`src/rtl/program_loader.sv`:
```
// ---------------------------------------------------------------------------
// program_loader
//
// Receives a program image from a host byte stream and writes it into an
// instruction memory while holding the CPU in reset.
//
// Stream format for one load session (after a start pulse):
//   byte 0          : len, the number of instruction bytes that follow
//   bytes 1..len    : instruction bytes, written to addresses 0..len-1
//   byte len+1      : checksum = (len + all instruction bytes) mod 256
//
// A session ends in DONE when the checksum matches, which releases the CPU
// from reset. It ends in ERR on a checksum mismatch or when len exceeds
// MAX_LEN, which keeps the CPU in reset.
//
// Parameters:
//   MAX_LEN   largest instruction count accepted in one session
//
// Ports:
//   clk        single clock, all state changes on its rising edge
//   reset      synchronous active-high reset
//   start      one-cycle pulse that begins a session (IDLE/DONE/ERR only)
//   in_data    host byte
//   in_valid   in_data is valid this cycle
//   in_ready   loader accepts in_data this cycle (LEN, DATA, CHECK)
//   ins_write  instruction-memory write strobe
//   ins_addr   instruction-memory write address
//   ins_data   instruction-memory write data
//   cpu_reset  holds the CPU in reset while high (low only in DONE)
//   busy       a session is in progress
//   done       last session loaded with a good checksum
//   error      last session failed its checksum or length check
//   count      instruction bytes written in the current or last session
// ---------------------------------------------------------------------------
module program_loader #(
  parameter logic [7:0] MAX_LEN = 8'd255
) (
  input  logic       clk,
  input  logic       reset,
  input  logic       start,
  input  logic [7:0] in_data,
  input  logic       in_valid,
  output logic       in_ready,
  output logic       ins_write,
  output logic [7:0] ins_addr,
  output logic [7:0] ins_data,
  output logic       cpu_reset,
  output logic       busy,
  output logic       done,
  output logic       error,
  output logic [7:0] count
);

  typedef enum logic [2:0] {
    IDLE,
    LEN,
    DATA,
    CHECK,
    DONE,
    ERR
  } state_t;

  state_t     state;
  state_t     next_state;
  logic [7:0] len;
  logic [7:0] acc;
  logic       accept;
  logic       len_too_long;
  logic       last_data;

  // The loader listens to the host only while a session is running; the
  // same decode doubles as the busy indication.
  assign in_ready = (state == LEN) || (state == DATA) || (state == CHECK);
  assign busy     = in_ready;
  assign accept   = in_valid && in_ready;

  // Compared one bit wider so a MAX_LEN of 255 simply never trips the check
  // rather than producing a comparison that is constant at elaboration.
  assign len_too_long = ({1'b0, in_data} > {1'b0, MAX_LEN});

  // count equals the index of the byte being accepted, because it advances
  // on every DATA acceptance; the final instruction byte has index len-1.
  assign last_data = (count == (len - 8'd1));

  // Next-state decode. start only matters between sessions, and every
  // in-session transition waits for an accepted byte so idle host cycles
  // leave the FSM where it is.
  always_comb begin
    next_state = state;
    case (state)
      IDLE, DONE, ERR: begin
        if (start) begin
          next_state = LEN;
        end
      end
      LEN: begin
        if (accept) begin
          if (in_data == 8'd0) begin
            next_state = CHECK;
          end else if (len_too_long) begin
            next_state = ERR;
          end else begin
            next_state = DATA;
          end
        end
      end
      DATA: begin
        if (accept && last_data) begin
          next_state = CHECK;
        end
      end
      CHECK: begin
        if (accept) begin
          next_state = (in_data == acc) ? DONE : ERR;
        end
      end
      default: begin
        next_state = IDLE;
      end
    endcase
  end

  // State register and datapath. The status outputs are registered copies
  // of the next state, so they line up with the state register exactly.
  // The memory write for a DATA byte is registered at the acceptance edge,
  // which puts the strobe in the following cycle with the pre-increment
  // address while count advances at that same edge.
  always_ff @(posedge clk) begin
    if (reset) begin
      state     <= IDLE;
      len       <= 8'd0;
      acc       <= 8'd0;
      count     <= 8'd0;
      ins_write <= 1'b0;
      ins_addr  <= 8'd0;
      ins_data  <= 8'd0;
      done      <= 1'b0;
      error     <= 1'b0;
      cpu_reset <= 1'b1;
    end else begin
      state     <= next_state;
      ins_write <= 1'b0;
      done      <= (next_state == DONE);
      error     <= (next_state == ERR);
      cpu_reset <= (next_state != DONE);
      case (state)
        IDLE, DONE, ERR: begin
          if (start) begin
            count <= 8'd0;
            acc   <= 8'd0;
            len   <= 8'd0;
          end
        end
        LEN: begin
          if (accept) begin
            len <= in_data;
            acc <= acc + in_data;
          end
        end
        DATA: begin
          if (accept) begin
            acc       <= acc + in_data;
            ins_write <= 1'b1;
            ins_addr  <= count;
            ins_data  <= in_data;
            count     <= count + 8'd1;
          end
        end
        default: begin
        end
      endcase
    end
  end

endmodule

```
`config.mk`:
```
export PLATFORM = sky130hd
export DESIGN_NAME = program_loader
export DESIGN_NICKNAME = d
export VERILOG_FILES = /design/src/rtl/program_loader.sv
export SDC_FILE = /design/constraint.sdc
export NUM_CORES = 1
export LEC_CHECK = 0
export ABC_AREA = 1
export CORE_MARGIN = 5
export CORE_UTILIZATION = 24
export CTS_CLUSTER_DIAMETER = 80
export DETAILED_ROUTE_END_ITERATION = 8
export REMOVE_ABC_BUFFERS = 1
export SYNTH_ARGS = -nofsm -noshare
export SYNTH_HDL_FRONTEND = slang
export SYNTH_SLANG_ARGS = --single-unit
```
`constraint.sdc`:
```
create_clock -name clk -period 3.8 [get_ports clk]
set_input_delay 0.76 -clock clk [delete_from_list [all_inputs] [get_ports clk]]
set_output_delay 0.76 -clock clk [all_outputs]
set_load 0.01 [all_outputs]
```
==> reports/results.ini <==
[cts]
ctsHoldBuffers = 0
postCtsSetupBuffers = 0
h-tree-depth = 2
clock_sinks = 47
clockBufferDepth = 2
cts_root_buf = clkbuf_8
clk_pin_slew_ps = 80
cts_resized = 0
cts_buffers = 5
cts_tree = built
clock_latency_ps = 300

[placed_design]
dpl_worst_slack_ps = 1155
dpl.hpwl_um = 5036
dpl.cell_count = 531
gp_congestion = 0.8248
portBuffers = 41

[finish]
final_nets = 424
fillCellCount = 1136
final_common_cell = nand2_1
num_antenna_cells = 0
area_growth_pct = 24.96
layoutNonFillerInstCount = 539
drive_gt1_frac = 0.1042
most-common-layout-cells = nand2_1 (79), nor2_1 (53), dfxtp_1 (47)

[logic_synthesis]
syn_inst = 362
yosys_warnings = 0
ys_seq_area_frac = 0.3674
ys_types = 32
avgSynthCellArea_um2 = 7.075
syn_area_um2 = 2561
ys_ff_latch = 47

[run]
cap_viol_max_count = 0

[critical_path]
start_kind = input port
critPathLaunch = in_valid
setup.worst_path.end_class = flop
cpPeakStageDelay_ps = 640
crit_type = input port to flop
slowest_stage = clkdlybuf4s50_1
rr_startpoint = state[1]
cp_top_family = buffers and inverters
path_cells = clkdlybuf4s50_1 > nand2_2 > inv_1 > o21ai_0 > a21oi_1
r2r.worst_path.cells = 6
path_buf_inv = 2
r2r_slack_ps = 1910
reg2reg_to = ins_addr[4]
path_max_fanout = 22
required_ps = 4030
cp.arrival_ps = 2540

[timing]
totalNegativeSetupSlack_ps = 0
max_slew_margin = 0.5706
setup_viol = 0
timing.final.crit_share = 0.6096
drv_slew = 0
setup_ws_ps = 1484
hold_viol_final = 0
min_period_ps = 2316
rsz0062_at_grt = no
fin_skew_ps = 8.139
fmax_mhz = 431.7
max_slew.worst_pin.slew_ps = 643.4

[power]
total_power_mw = 1.315
ir_drop_v = 0.0001539
p_leak_nw = 1.333
powerDensity_nw_per_um2 = 410.8

[min_path]
min_from = acc[0]
min_to = acc[0]
min_path_type = flop to flop
hold_depth = 2

[route]
drc = 0
first_iter_violations = 112
viasPerCell = 4.390
wire_per_inst_um = 11.96
route.vias.total = 2366
drtAntennaViolNets = 0
finalWirelength_um = 6444
dr.pass1.iters = 4

[die]
die_w_um = 113.3
io_pins = 42
rows = 37
initial_utilization = 0.2470
core_area_um2 = 10370
die_area_um2 = 12840
die_h_um = 113.3

[run_status]
outcome = complete, no violations

[global_route]
grt_pass1_vias = 2307
grt_pass1_wl_um = 10980
antenna_found_initial = 0
grt-ovfl-total = 0
grt_max_degree = 23
track_usage = 0.1052

-- where the power goes --
group          internal (mW)  switching (mW)  leakage (nW)
clock network          0.166           0.167        0.0505
registers              0.531          0.0286         0.382
logic                  0.165           0.258         0.900
total                  0.862           0.453          1.33
-- through the flow --
| stage | area, µm² | hold WS [ps] | util |
|---|---|---|---|
| after global routing | 3201 | 500.9 | 0.3086 |
| after CTS | 3201 | 477.7 | 0.3086 |
| after floorplan | 2509 | 441.3 | - |
| after detailed placement | 3097 | 464.3 | 0.2986 |
| final | 3201 | 472.1 | 0.3086 |
| after global placement | 3097 | 460.0 | 0.2986 |
-- tightest hold or removal path, delay by kind of cell (launching register included) --
family / cells / cell delay, ps
AOI/OAI and AO/OA: 1 / 60
DFF: 1 / 320
and+or+nand+nor: 1 / 60
-- Yosys cell counts, drive strengths merged --
cell type	count	share of area
nand4	5	0.012
o21a	4	0.012
buf	5	0.015
xor2	6	0.021
a21oi	32	0.065
nor2	58	0.096
or2	1	0.0024
o21ai	22	0.043
clkbuf	4	0.0059
nand3b	1	0.0029
nor3	4	0.0078
xnor2	2	0.0068
inv	40	0.060
ha	9	0.044
fa	1	0.0078
nand3	22	0.043
dfxtp	47	0.37
clkinv	1	0.0034
a31oi	1	0.0024
nand2	89	0.15
a211oi	8	0.037
-- cell families (layout without fill, tap and decap cells) --
family,after synthesis,count (layout),synth area share
simple gates,180,180,0.3102
compound gates,67,67,0.1597
buf+inv,50,91,0.08353
flops,47,47,0.3674
fa+ha+maj,10,10,0.05178
xor+xnor,8,8,0.02736
-- how the worst max path moves through the flow --
stage	endpoint	slack [ps]	depth (start not counted)
floorplan	acc[4]	1860	7
global placement	acc[4]	1230	8
detailed placement	ins_addr[4]	1160	5
CTS	ins_addr[4]	1480	5
global route	ins_addr[4]	1230	5
finish	ins_addr[4]	1480	5
-- flip-flops by register name, indices dropped and copies added (netlist names) --
| name | cells |
|---|---|
| error | 1 |
| count | 8 |
| acc | 8 |
| ins_addr | 8 |
| state | 3 |
| ins_write | 1 |
| cpu_reset | 1 |
| done | 1 |
| ins_data | 8 |
| len | 8 |
-- metal layers --
metal  up-vias  GRT usage  share of wire
li1       1249          -              -
met1      1069     0.1307           0.47
met2        39     0.1801           0.47
met3         9    0.02567          0.050
met4         0    0.03125          0.014
met5         -          0              0
-- final cells by class --
cell class                      count  area (µm²)  area share
Multi-Input combinational cell    265        1406      0.4394
Inverter                           41       161.4     0.05043
Tap cell                          136       170.2     0.05317
Clock inverter                      1       7.507    0.002346
Clock buffer                        7       96.34     0.03010
Timing Repair Buffer               42       417.9      0.1306
Sequential cell                    47       940.9      0.2940
No activity file was read; power rests on OpenSTA's default activity.
